==> src/rtl/twiddle_pkg.sv <==
// twiddle_pkg: shared index widths, quadrant encoding and saturating negate for the twiddle path
package twiddle_pkg;
  localparam int TW_IDX_W = 6;
  localparam int TW_ROM_AW = 4;
  typedef enum logic [1:0] {TW_Q0, TW_Q1, TW_Q2, TW_Q3} tw_quad_e;
  // Operates on a w-bit value held in the low bits; the most negative code clamps to max positive.
  function automatic logic [31:0] sat_neg(logic [31:0] x, int w);
    return (x == (32'd1 << (w - 1))) ? (32'd1 << (w - 1)) - 32'd1 : -x;
  endfunction
endpackage

==> src/rtl/twiddle_rotate.sv <==
// twiddle_rotate: registered quadrant fold of a first-quadrant ROM value
// Optional TWIDDLE_ARB_CONJ_EN adds the conj input (imaginary part negated after rotation).
module twiddle_rotate import twiddle_pkg::*; #(
  parameter int WIDTH = 16
) (
  input  logic             clock,
  input  logic             reset_n,
  input  logic             load,
  input  logic [WIDTH-1:0] a,
  input  logic [WIDTH-1:0] b,
  input  tw_quad_e         quad,
`ifdef TWIDDLE_ARB_CONJ_EN
  input  logic             conj,
`endif
  output logic [WIDTH-1:0] re,
  output logic [WIDTH-1:0] im
);
  logic [WIDTH-1:0] na, nb, re_n, im_n, im_r;
  assign na = WIDTH'(sat_neg(32'(a), WIDTH));
  assign nb = WIDTH'(sat_neg(32'(b), WIDTH));
  always_comb begin
    re_n = quad == TW_Q0 ? a : quad == TW_Q1 ? b : quad == TW_Q2 ? na : nb;
    im_n = quad == TW_Q0 ? b : quad == TW_Q1 ? na : quad == TW_Q2 ? nb : a;
`ifdef TWIDDLE_ARB_CONJ_EN
    im_r = conj ? WIDTH'(sat_neg(32'(im_n), WIDTH)) : im_n;
`else
    im_r = im_n;
`endif
  end
  always_ff @(posedge clock or negedge reset_n)
    if (!reset_n) begin
      re <= '0;
      im <= '0;
    end else if (load) begin
      re <= re_n;
      im <= im_r;
    end
endmodule

==> src/rtl/twiddle_arbiter.sv <==
// twiddle_arbiter: round-robin sharing of the 16-entry twiddle ROM with quadrant folding
// Optional TWIDDLE_ARB_CONJ_EN adds req_conj for inverse-FFT conjugation.
module twiddle_arbiter import twiddle_pkg::*; #(
  parameter int WIDTH = 16,
  parameter int NREQ  = 2
) (
  input  logic                     clock,
  input  logic                     reset_n,
  input  logic [NREQ-1:0]          req_valid,
  input  logic [TW_IDX_W*NREQ-1:0] req_index,
`ifdef TWIDDLE_ARB_CONJ_EN
  input  logic [NREQ-1:0]          req_conj,
`endif
  output logic [NREQ-1:0]          req_ready,
  output logic [TW_ROM_AW-1:0]     rom_addr,
  input  logic [WIDTH-1:0]         rom_re,
  input  logic [WIDTH-1:0]         rom_im,
  output logic [NREQ-1:0]          rsp_valid,
  output logic [WIDTH-1:0]         rsp_re,
  output logic [WIDTH-1:0]         rsp_im
);
  logic [1:0] rr, gid, idx, s1_id;
  logic hit, s1_valid, s1_conj;
  tw_quad_e s1_quad;
  logic [TW_IDX_W-1:0] gk;
  always_comb begin
    hit = 1'b0;
    gid = '0;
    idx = '0;
    for (int o = 0; o < NREQ; o++) begin
      idx = 2'((int'(rr) + o) % NREQ);
      if (!hit && req_valid[idx]) begin
        hit = 1'b1;
        gid = idx;
      end
    end
  end
  assign gk        = req_index[TW_IDX_W*gid +: TW_IDX_W];
  assign req_ready = hit ? NREQ'(1) << gid : '0;
  assign rom_addr  = hit ? gk[TW_ROM_AW-1:0] : '0;
  always_ff @(posedge clock or negedge reset_n)
    if (!reset_n) begin
      rr        <= '0;
      s1_valid  <= 1'b0;
      s1_id     <= '0;
      s1_quad   <= TW_Q0;
      s1_conj   <= 1'b0;
      rsp_valid <= '0;
    end else begin
      s1_valid  <= hit;
      rsp_valid <= s1_valid ? NREQ'(1) << s1_id : '0;
      if (hit) begin
        rr      <= 2'((int'(gid) + 1) % NREQ);
        s1_id   <= gid;
        s1_quad <= tw_quad_e'(gk[TW_IDX_W-1 -: 2]);
`ifdef TWIDDLE_ARB_CONJ_EN
        s1_conj <= req_conj[gid];
`else
        s1_conj <= 1'b0;
`endif
      end
    end
  twiddle_rotate #(.WIDTH(WIDTH)) u_rot (
    .clock   (clock),
    .reset_n (reset_n),
    .load    (s1_valid),
    .a       (rom_re),
    .b       (rom_im),
    .quad    (s1_quad),
`ifdef TWIDDLE_ARB_CONJ_EN
    .conj    (s1_conj),
`endif
    .re      (rsp_re),
    .im      (rsp_im)
  );
endmodule

==> config.mk <==
export PLATFORM = sky130hd
export DESIGN_NAME = twiddle_arbiter
export DESIGN_NICKNAME = d
export VERILOG_FILES = /design/src/rtl/twiddle_pkg.sv /design/src/rtl/twiddle_rotate.sv /design/src/rtl/twiddle_arbiter.sv
export SDC_FILE = /design/constraint.sdc
export NUM_CORES = 1
export LEC_CHECK = 0
export ABC_AREA = 1
export CORE_MARGIN = 10
export CORE_UTILIZATION = 35
export CTS_CLUSTER_DIAMETER = 120
export DETAILED_ROUTE_END_ITERATION = 10
export PLACE_DENSITY_LB_ADDON = 0.08
export REMOVE_ABC_BUFFERS = 1
export SYNTH_ARGS = -nofsm -noshare
export SYNTH_HDL_FRONTEND = slang
export SYNTH_SLANG_ARGS = --single-unit
==> constraint.sdc <==
create_clock -name clock -period 1.2 [get_ports clock]
set_input_delay 0.12 -clock clock [delete_from_list [all_inputs] [get_ports clock]]
set_output_delay 0.12 -clock clock [all_outputs]
set_load 0.005 [all_outputs]
==> flow_metrics.env, run 1 <==
export IMPL_synth_compound_area_share_pct=13.0
export IMPL_drc_errors=0
export IMPL_ys_seq_area_share_pct=28.0
export IMPL_final_hold_violation_count=0
export IMPL_die_area_mm2=0.0144
export IMPL_critPathLaunchType="flip-flop"
export IMPL_placed_cell_area_mm2=0.00527
export IMPL_cp_required_ns=1.08
export IMPL_fin_nets=826
export IMPL_min_path_type="input port to flip-flop"
export IMPL_netlist_cell_type_count=31
export IMPL_synthesis_area_mm2=0.00349
export IMPL_grt_pass1_wl_mm=24.7
export IMPL_fmax_mhz=607
export IMPL_drive_gt1_share_pct=43.2
export IMPL_setup_tns_ns=-8.11
export IMPL_synthCells=545
export IMPL_max_stage_delay_ns=0.41
export IMPL_cts_sinks=39
export IMPL_firstDrtPassIters=7
export IMPL_pin_count=88
export IMPL_rsz0062_at_grt="true"
export IMPL_grt_max_degree=40
export IMPL_ys_warn_count=0
export IMPL_final_common_cell="nand2_1"
export IMPL_worst_slew_pin_slew_ns=0.296
export IMPL_vdd_drop_max_v=0.000967
export IMPL_postLayoutSetupSlackWorst_ns=-0.447
export IMPL_drt_wl_total_mm=15.9
export IMPL_fin_area_mm2=0.00654
export IMPL_clkTransAtPathRegs_ns=0.09
export IMPL_crit_chain="buf_6, nand2_2, nand3_2, inv_2, nor2_4, buf_6, a22o_1, buf_2"
export IMPL_die_w_um=120
export IMPL_yosys_area_top_type="dfrtp_1"
export IMPL_cts_tree="yes"
export IMPL_synthSimpleGateAreaFrac_pct=45.6
export IMPL_nFillCells=839
export IMPL_core_area_mm2=0.00973
export IMPL_crit_slowest_cell="dfrtp_1"
export IMPL_muxShareOfSynthArea_pct=0
export IMPL_wl_per_cell_um=17.5
export IMPL_clock_path_buffers=2
export IMPL_p_per_area_mw_per_mm2=1150
export IMPL_syn_avg_cell_area_um2=6.40
export IMPL_period_share_pct=137
export IMPL_critPathMaxFanout=3
export IMPL_dpl_hpwl_mm=10.4
export IMPL_portBuffers=87
export IMPL_relSlewSlack_pct=80.2
export IMPL_final_cells=910
export IMPL_pre_cts_slack_ns=-0.829
export IMPL_leakage_nw=3.28
export IMPL_violations="setup timing"
export IMPL_end_kind="output port"
export IMPL_critPathMostFrequentCell="buf_6"
export IMPL_synth_xor_area_share_pct=2.01
export IMPL_fp_dieH_um=120
export IMPL_synthTopCellsByArea="dfrtp_1 (28%), nand2_1 (21%), nand3_1 (6.9%)"
export IMPL_synth_top_cell_area_share_pct=28.0
export IMPL_ys_seq_elements=39
export IMPL_status="finished with violations"
export IMPL_cp_num_buf_inv=4
export IMPL_synthAdderAreaFrac_pct=0.717
export IMPL_dr_total_vias=4723
export IMPL_maxCapViolCount=0
export IMPL_min_period_ns=1.65
export IMPL_viasPerCell=5.19
export IMPL_synth_top_family_by_area="simple AND/OR/NAND/NOR gates"
export IMPL_row_count=36
export IMPL_antenna_left=0
export IMPL_cts_root_buffer="clkbuf_8"
export IMPL_grt_overflow=0
export IMPL_cts_inserted_buffers=5
export IMPL_start_util_pct=35.9
export IMPL_setup_viol=40
export IMPL_crit_type="flip-flop to output port"
export IMPL_critical_path_top_delay_family="buffers and inverters"
export IMPL_arrival_ns=1.53
export IMPL_antenna_found_initial=0
export IMPL_gr_usage_all_layers_pct=21.1
export IMPL_clkLatencyLatePin_ns=0.30
export IMPL_drt_initial_drc_count=331
export IMPL_syn_to_final_growth_pct=87.3
export IMPL_dp_cells=852
export IMPL_grt_pass1_vias=4925
export IMPL_htree_num_levels=2
export IMPL_layout_common_cells="nand2_1 (182), buf_4 (118), dlygate4sd2_1 (52), inv_1 (47), dfrtp_1 (38)"
export IMPL_slew_violations=0
export IMPL_diodes=0
export IMPL_gp_congestion=0.894
export IMPL_skew_ns=0.00671
flip-flops by register name, indices dropped and copies added, names as in the netlist:
name / flops
s1_id: 1
u_rot.im: 16
s1_valid: 1
s1_quad: 2
rsp_valid: 2
u_rot.re: 16
rr: 1
repair_timing:
item | CTS | global route
endpoints found under the setup margin | 72 | 40
pin swaps | 87 | 38
hold buffers | 1 | 0
gates cloned | 6 | 2
setup buffers | 36 | 6
hold endpoints to repair | 39 | 0
resized for setup | 272 | 49
final cells by class:
type	count	area, um^2	area share (%)
multi-input cells	421	2750	42.1
flip-flops and latches	39	977	15.0
clock inverters	3	67.6	1.03
well taps	133	166	2.55
clock buffers	5	68.8	1.05
inverters	64	259	3.96
repair buffers	245	2250	34.4
cell usage after synthesis (all sizes together):
library cell,n
a21oi,20
a221oi,12
a22o,3
a31oi,2
buf,15
clkbuf,7
dfrtp,39
ha,2
inv,64
nand2,205
nand3,62
nand3b,1
nand4,12
nor2,52
o211ai,1
o21ai,32
o22ai,1
or2,7
xor2,8
metal layers:
metal,GRT usage (%),wire [um]
met5,0,0
met4,7.24,430
met3,4.78,1400
met1,24.4,6150
met2,37.3,7900
logic make-up after synthesis:
group,after synthesis
buf+inv,86
xor+xnor,8
simple gates,339
compound gates,71
flops,39
fa+ha+maj,2
worst min-delay path, delay by kind of cell:
kind                   cells  cell delay, ns
buffers and inverters      2            0.13
AOI/OAI and AO/OA          2            0.10
and+or+nand+nor            1            0.07
final timing paths:
path | startpoint | endpoint | slack (ns) | cells after the start
max reg2reg | s1_quad[0] | u_rot.im[1] | -0.24 | 8
min in group asynchronous | reset_n | u_rot.re[12] | 0.31 | 3
max | rr[0] | rom_addr[2] | -0.45 | 8
min | rom_im[1] | u_rot.re[1] | 0.16 | 5
max in group asynchronous | reset_n | s1_quad[0] | 0.65 | 3
min reg2reg | s1_id[0] | rsp_valid[0] | 0.45 | 1
where the power goes:
group / switching (mW) / internal (mW)
registers: 0.220 / 1.69
clock network: 0.561 / 0.831
logic: 2.11 / 2.11
stage by stage:
| stage | hold slack [ns] | power (mW) | util (%) |
|---|---|---|---|
| final | 0.161 | 7.52 | 67.2 |
| after global routing | 0.175 | 8.01 | 67.2 |
| after CTS | 0.140 | 7.10 | 63.7 |
| after detailed placement | 0.114 | 5.15 | 54.2 |
| after global placement | 0.108 | 5.12 | 54.2 |
| after floorplan | -0.176 | 3.19 | - |
(Power assumes the default switching activity.)
==> inputs of run 2 (changes only) <==
--- a/config.mk
+++ b/config.mk
@@ -10,8 +10,9 @@
 export CORE_UTILIZATION = 35
 export CTS_CLUSTER_DIAMETER = 120
 export DETAILED_ROUTE_END_ITERATION = 10
-export PLACE_DENSITY_LB_ADDON = 0.08
+export PLACE_DENSITY = 0.73
 export REMOVE_ABC_BUFFERS = 1
 export SYNTH_ARGS = -nofsm -noshare
 export SYNTH_HDL_FRONTEND = slang
+export SYNTH_HIERARCHICAL = 1
 export SYNTH_SLANG_ARGS = --single-unit
==> flow_metrics.env, run 2 <==
export IMPL_netlist_cell_type_count=30
export IMPL_placed_cell_area_mm2=0.00516
export IMPL_drc_errors=0
export IMPL_gr_usage_all_layers_pct=19.3
export IMPL_leakage_nw=3.21
export IMPL_setup_viol=37
export IMPL_ff2ff_path_depth=8
export IMPL_viasPerCell=5.34
export IMPL_htree_num_levels=2
export IMPL_setup_tns_ns=-5.93
export IMPL_skew_ns=0.00344
export IMPL_dp_cells=858
export IMPL_start_util_pct=36.2
export IMPL_fin_nets=822
export IMPL_pre_cts_slack_ns=-0.756
export IMPL_p_total_mw=5.65
export IMPL_cts_sinks=39
export IMPL_p_per_area_mw_per_mm2=917
export IMPL_synth_most_common_cell="nand2_1"
export IMPL_async_reset_ff_share_pct=100
export IMPL_drive_gt1_share_pct=37.4
export IMPL_crit_slowest_cell="dfrtp_2"
export IMPL_crit_chain="inv_4, nand2_2, inv_2, buf_12, a221oi_4, nand2_1, o21bai_1, inv_1"
export IMPL_rsz0062_at_grt="true"
export IMPL_antenna_found_initial=0
export IMPL_dpl_hpwl_mm=9.87
export IMPL_grt_max_degree=40
export IMPL_synthSimpleGateAreaFrac_pct=46.4
export IMPL_fmax_mhz=697
export IMPL_r2r_slack_ns=-0.23
export IMPL_final_cells=902
export IMPL_clkTransAtPathRegs_ns=0.08
export IMPL_syn_to_final_growth_pct=82.1
export IMPL_pin_count=88
export IMPL_die_area_mm2=0.0140
export IMPL_gp_congestion=0.924
export IMPL_critPathLaunchType="flip-flop"
export IMPL_multi_input_area_mm2=0.00260
export IMPL_critPathMaxFanout=16
export IMPL_ys_seq_area_share_pct=28.9
export IMPL_portBuffers=87
export IMPL_ys_seq_elements=39
export IMPL_cts_tree="yes"
export IMPL_nFillCells=754
export IMPL_synth_compound_area_share_pct=11.5
export IMPL_firstDrtPassIters=5
export IMPL_min_period_ns=1.43
export IMPL_synthCells=556
export IMPL_synth_edf_count=0
export IMPL_antenna_left=0
export IMPL_drt_initial_drc_count=403
export IMPL_crit_type="flip-flop to flip-flop"
export IMPL_row_count=35
export IMPL_synthTopCellsByArea="dfrtp_1 (29%), nand2_1 (24%), nand3_1 (9.0%)"
export IMPL_max_stage_delay_ns=0.46
export IMPL_diodes=0
export IMPL_fin_util_pct=66.0
export IMPL_fp_dieH_um=118
export IMPL_clock_path_buffers=2
export IMPL_register_area_um2=978
export IMPL_min_path_type="input port to async pin"
export IMPL_yosys_area_top_type="dfrtp_1"
export IMPL_grt_pass1_vias=4666
export IMPL_status="finished with violations"
export IMPL_violations="setup timing"
export IMPL_critical_path_top_delay_family="flip-flops"
export IMPL_grt_pass1_wl_mm=22.9
export IMPL_reg2reg_from="s1_quad[1]"
export IMPL_wl_per_cell_um=17.0
export IMPL_ys_warn_count=6
export IMPL_slew_violations=0
export IMPL_r2r_end="u_rot/re[12]"
export IMPL_layout_common_cells="nand2_1 (195), buf_4 (110), dlygate4sd2_1 (58), inv_1 (49), nand3_1 (40)"
export IMPL_end_kind="flip-flop"
export IMPL_synth_common_cells="nand2_1 (216), nand3_1 (61), inv_1 (55)"
export IMPL_cp_num_buf_inv=4
export IMPL_grt_overflow=0
export IMPL_final_hold_violation_count=0
export IMPL_synth_top_family_by_area="simple AND/OR/NAND/NOR gates"
export IMPL_cts_inserted_buffers=5
export IMPL_cp_required_ns=1.40
export IMPL_vdd_drop_max_v=0.000550
export IMPL_drt_wl_total_mm=15.3
export IMPL_relSlewSlack_pct=80.1
export IMPL_syn_avg_cell_area_um2=6.08
export IMPL_worst_slew_pin_slew_ns=0.298
export IMPL_final_common_cell="nand2_1"
export IMPL_muxShareOfSynthArea_pct=0
export IMPL_cts_root_buffer="clkbuf_8"
export IMPL_ys_flop_type="dfrtp_1"
export IMPL_maxCapViolCount=0
export IMPL_fin_area_mm2=0.00615
export IMPL_synth_top_cell_area_share_pct=28.9
export IMPL_synthesis_area_mm2=0.00338
export IMPL_synth_xor_area_share_pct=2.07
export IMPL_die_w_um=118
export IMPL_dr_total_vias=4819
export IMPL_synthAdderAreaFrac_pct=0.740
export IMPL_arrival_ns=1.64
export IMPL_postLayoutSetupSlackWorst_ns=-0.235
export IMPL_core_area_mm2=0.00933
export IMPL_period_share_pct=120
export IMPL_reg_largest_list="u_rot/im (16), u_rot/re (16)"
export IMPL_hold_slack_ns=0.305
export IMPL_clkLatencyLatePin_ns=0.30
-- run 2: layer usage --
| metal | routed length [um] | track usage (%) | share of wire [%] | vias to the layer above |
|---|---|---|---|---|
| li1 | - | - | - | 2234 |
| met1 | 5870 | 23.0 | 38 | 2216 |
| met2 | 7190 | 34.1 | 47 | 297 |
| met3 | 1590 | 4.85 | 10 | 72 |
| met4 | 668 | 3.79 | 4.4 | 0 |
| met5 | 0 | 0 | 0 | - |
-- run 2: cell families (layout without fill, tap and decap cells) --
family,count (synthesis),after routing
simple gates,355,360
flops,39,39
compound gates,66,66
buf+inv,86,298
fa+ha+maj,2,2
xor+xnor,8,8
-- run 2: worst max path at each step --
stage               slack (ns)      endpoint  depth (start not counted)  startpoint
finish                   -0.23  u_rot/re[12]                          8  s1_quad[1]
global route             -0.29   u_rot/im[3]                          8  s1_quad[0]
CTS                      -0.17   u_rot/im[6]                         11  s1_quad[1]
detailed placement       -0.76   u_rot/re[4]                         11   rom_im[0]
global placement         -0.71   u_rot/re[3]                         11   rom_im[0]
floorplan                -1.06   u_rot/im[6]                         10  s1_quad[1]
-- run 2: final cells by class --
cell class              instances  share of cell area, %
clock inverters                 2                  0.976
flip-flops and latches         39                   15.9
well taps                     129                   2.62
clock buffers                   6                   1.18
multi-input cells             436                   42.3
repair buffers                224                   32.8
inverters                      66                   4.25
-- run 2: repair_timing --
item | 4_1_cts | 5_1_grt
hold buffers | 1 | 0
resized for setup | 157 | 93
buffers inserted | 20 | 10
gates cloned | 5 | 2
pin swaps | 25 | 37
setup endpoints to repair | 72 | 39
endpoints found under the hold margin | 39 | 0
-- run 2: worst register-to-register path: cells and delay by family, from the launching register on --
family          cells  cell delay, ns
compound gates      2            0.38
buf+inv             4            0.33
flops               1            0.46
simple gates        2            0.17
-- run 2: where the power goes --
group          total (mW)  leakage, nW  internal, mW  switching (mW)
Combinational        2.60         2.69          1.26            1.33
Clock                1.36       0.0654         0.832           0.523
Sequential           1.69        0.455          1.55           0.145
Total                5.65         3.21          3.65            2.00
==> inputs of run 3 (changes only) <==
--- a/config.mk
+++ b/config.mk
@@ -5,12 +5,12 @@
 export SDC_FILE = /design/constraint.sdc
 export NUM_CORES = 1
 export LEC_CHECK = 0
-export ABC_AREA = 1
+export ABC_AREA = 0
 export CORE_MARGIN = 10
 export CORE_UTILIZATION = 35
 export CTS_CLUSTER_DIAMETER = 120
 export DETAILED_ROUTE_END_ITERATION = 10
-export PLACE_DENSITY = 0.73
+export PLACE_DENSITY = 0.69
 export REMOVE_ABC_BUFFERS = 1
 export SYNTH_ARGS = -nofsm -noshare
 export SYNTH_HDL_FRONTEND = slang
==> constraint.sdc (replaced) <==
create_clock -name clock -period 1.5 [get_ports clock]
set_input_delay 0.15 -clock clock [delete_from_list [all_inputs] [get_ports clock]]
set_output_delay 0.15 -clock clock [all_outputs]
set_load 0.005 [all_outputs]
==> flow_metrics.env, run 3 <==
export IMPL_die_w_um=117
export IMPL_drive_gt1_share_pct=41.3
export IMPL_async_reset_ff_share_pct=100
export IMPL_synth_common_cells="dfrtp_1 (39), clkbuf_1 (33), o21ai_0 (29)"
export IMPL_r2r_end="u_rot/re[3]"
export IMPL_min_from="rom_im[0]"
export IMPL_leakage_nw=2.44
export IMPL_crit_chain="buf_8, inv_4, ha_4, or3b_4, or4_4, or4_4, a211oi_2, o221ai_1"
export IMPL_grt_max_degree=40
export IMPL_critPathMaxFanout=3
export IMPL_syn_to_final_growth_pct=77.3
export IMPL_pin_count=88
export IMPL_synth_most_common_cell="dfrtp_1"
export IMPL_cts_root_buffer="clkbuf_8"
export IMPL_startpoint="rom_im[1]"
export IMPL_r2r_slack_ns=-0.13
export IMPL_final_hold_violation_count=0
export IMPL_min_period_ns=2.00
export IMPL_antenna_found_initial=0
export IMPL_end_kind="flip-flop"
export IMPL_pre_cts_slack_ns=-1.35
export IMPL_synth_top_cell_area_share_pct=29.5
export IMPL_drc_errors=0
export IMPL_antenna_left=0
export IMPL_holdPathStages=4
export IMPL_gr_usage_all_layers_pct=21.6
export IMPL_pwr_share_comb_pct=50.6
export IMPL_ys_flop_type="dfrtp_1"
export IMPL_drt_initial_drc_count=282
export IMPL_status="finished with violations"
export IMPL_layout_common_cells="buf_4 (122), clkdlybuf4s50_1 (48), dfrtp_1 (37), buf_6 (27), a21oi_1 (25)"
export IMPL_postLayoutSetupSlackWorst_ns=-0.503
export IMPL_intPower_mw=2.76
export IMPL_power_frac_seq_pct=31.9
export IMPL_synth_edf_count=0
export IMPL_relSlewSlack_pct=65.0
export IMPL_dpl_hpwl_mm=11.1
export IMPL_max_stage_delay_ns=0.50
export IMPL_drt_wl_total_mm=15.4
export IMPL_p_per_area_mw_per_mm2=743
export IMPL_vdd_drop_max_v=0.000464
export IMPL_reg2reg_from="s1_quad[1]"
export IMPL_synthTopCellsByArea="dfrtp_1 (30%), o221ai_1 (6.6%), o21ai_0 (4.4%)"
export IMPL_fin_nets=676
export IMPL_cts_sinks=39
export IMPL_ys_warn_count=6
export IMPL_syn_avg_cell_area_um2=7.85
export IMPL_grt_overflow=0
export IMPL_critPathLaunchType="input port"
export IMPL_netlist_cell_type_count=58
export IMPL_min_path_type="input port to flip-flop"
export IMPL_row_count=35
export IMPL_violations="setup timing"
export IMPL_diodes=0
export IMPL_reg_largest_list="u_rot/im (16), u_rot/re (16)"
export IMPL_cp_required_ns=1.67
export IMPL_ff2ff_path_depth=5
export IMPL_portBuffers=87
export IMPL_pwr_share_clk_pct=17.5
export IMPL_setup_viol=34
export IMPL_clkLatencyLatePin_ns=0.30
export IMPL_p_switching_mw=1.60
export IMPL_fmax_mhz=499
export IMPL_cts_tree="yes"
export IMPL_worst_slew_pin_slew_ns=0.518
export IMPL_synthCells=421
export IMPL_cts_inserted_buffers=5
export IMPL_wl_per_cell_um=20.3
export IMPL_yosys_area_top_type="dfrtp_1"
export IMPL_die_area_mm2=0.0137
export IMPL_grt_pass1_vias=4552
export IMPL_clkTransAtPathRegs_ns=0.09
export IMPL_maxCapViolCount=0
export IMPL_period_share_pct=134
export IMPL_p_sw_share_pct=36.7
export IMPL_skew_ns=0.00340
export IMPL_core_area_mm2=0.00924
export IMPL_clock_path_buffers=2
export IMPL_rsz0062_at_grt="true"
export IMPL_grt_pass1_wl_mm=23.3
export IMPL_crit_slowest_cell="or4_4"
export IMPL_arrival_ns=2.18
export IMPL_ys_seq_area_share_pct=29.5
export IMPL_hold_slack_ns=0.253
export IMPL_htree_num_levels=2
export IMPL_crit_type="input port to flip-flop"
export IMPL_dr_total_vias=4426
export IMPL_critPathMostFrequentCell="or4_4"
export IMPL_firstDrtPassIters=5
export IMPL_final_common_cell="buf_4"
export IMPL_gp_congestion=0.965
export IMPL_fp_dieH_um=117
export IMPL_start_util_pct=35.8
export IMPL_synthesis_area_mm2=0.00331
export IMPL_ys_seq_elements=39
export IMPL_slew_violations=0
export IMPL_worstHoldEndpoint="u_rot/im[0]"
export IMPL_viasPerCell=5.85
## run 3: cells by family after synthesis
| kind of cell | after synthesis | synth area share, % |
|---|---|---|
| AOI/OAI and AO/OA | 159 | 33.6 |
| and+or+nand+nor | 136 | 22.7 |
| muxes | 7 | 2.61 |
| adders and majority gates | 2 | 0.757 |
| DFF | 39 | 29.5 |
| xor gates and xnor gates | 9 | 2.38 |
| buffers and inverters | 69 | 8.40 |
## run 3: repair_timing
item / CTS / global route
pin swaps: 44 / 21
endpoints found under the setup margin: 38 / 37
hold buffers: 1 / 0
setup buffers: 20 / 10
cloned: 0 / 0
resized for setup: 200 / 29
hold endpoints to repair: 39 / 0
## run 3: layer usage
| layer | wire length (um) | GRT usage [%] | share of wire, % |
|---|---|---|---|
| met1 | 6220 | 25.1 | 40 |
| met2 | 7780 | 38.7 | 51 |
| met3 | 999 | 3.82 | 6.5 |
| met4 | 361 | 7.66 | 2.4 |
| met5 | 0 | 0 | 0 |
## run 3: worst max-delay path by stage
stage              endpoint  slack (ns)
2_1_floorplan   u_rot/re[3]       -1.22
3_3_place_gp   u_rot/im[14]       -1.27
3_5_place_dp   u_rot/im[14]       -1.35
4_1_cts        u_rot/im[14]       -0.46
5_1_grt        u_rot/im[14]       -0.51
6_report       u_rot/im[14]       -0.50
## run 3: critical path, delay by kind of cell
kind	cells	cell delay [ns]
simple gates	3	1.38
buf+inv	2	0.15
compound gates	2	0.37
fa+ha+maj	1	0.12
## run 3: power by group through the flow
stage	Clock [mW]	Combinational [mW]	Sequential (mW)
after floorplan	0	0.632	1.48
after global placement	0	1.96	1.40
after detailed placement	0	1.99	1.41
after CTS	0.774	2.11	1.39
after global routing	0.817	2.35	1.42
final	0.764	2.20	1.39
## run 3: area by class of cell
| cell class | count | area [um^2] |
|---|---|---|
| flip-flops and latches | 39 | 978 |
| repair buffers | 239 | 2070 |
| fillers | 788 | 3380 |
| clock buffers | 5 | 68.8 |
| well taps | 129 | 161 |
| clock inverters | 3 | 20.0 |
| multi-input cells | 313 | 2450 |
| inverters | 28 | 108 |
## run 3: per-stage QoR
stage	power, mW	std cells	setup TNS, ns	util, %	area [um^2]
floorplan	2.11	380	-28.92	-	3130
global placement	3.36	722	-35.76	55.8	5160
detailed placement	3.40	722	-37.18	55.8	5160
CTS	4.28	748	-7.14	61.8	5710
global route	4.58	756	-10.46	63.4	5860
finish	4.36	756	-9.63	63.4	5860
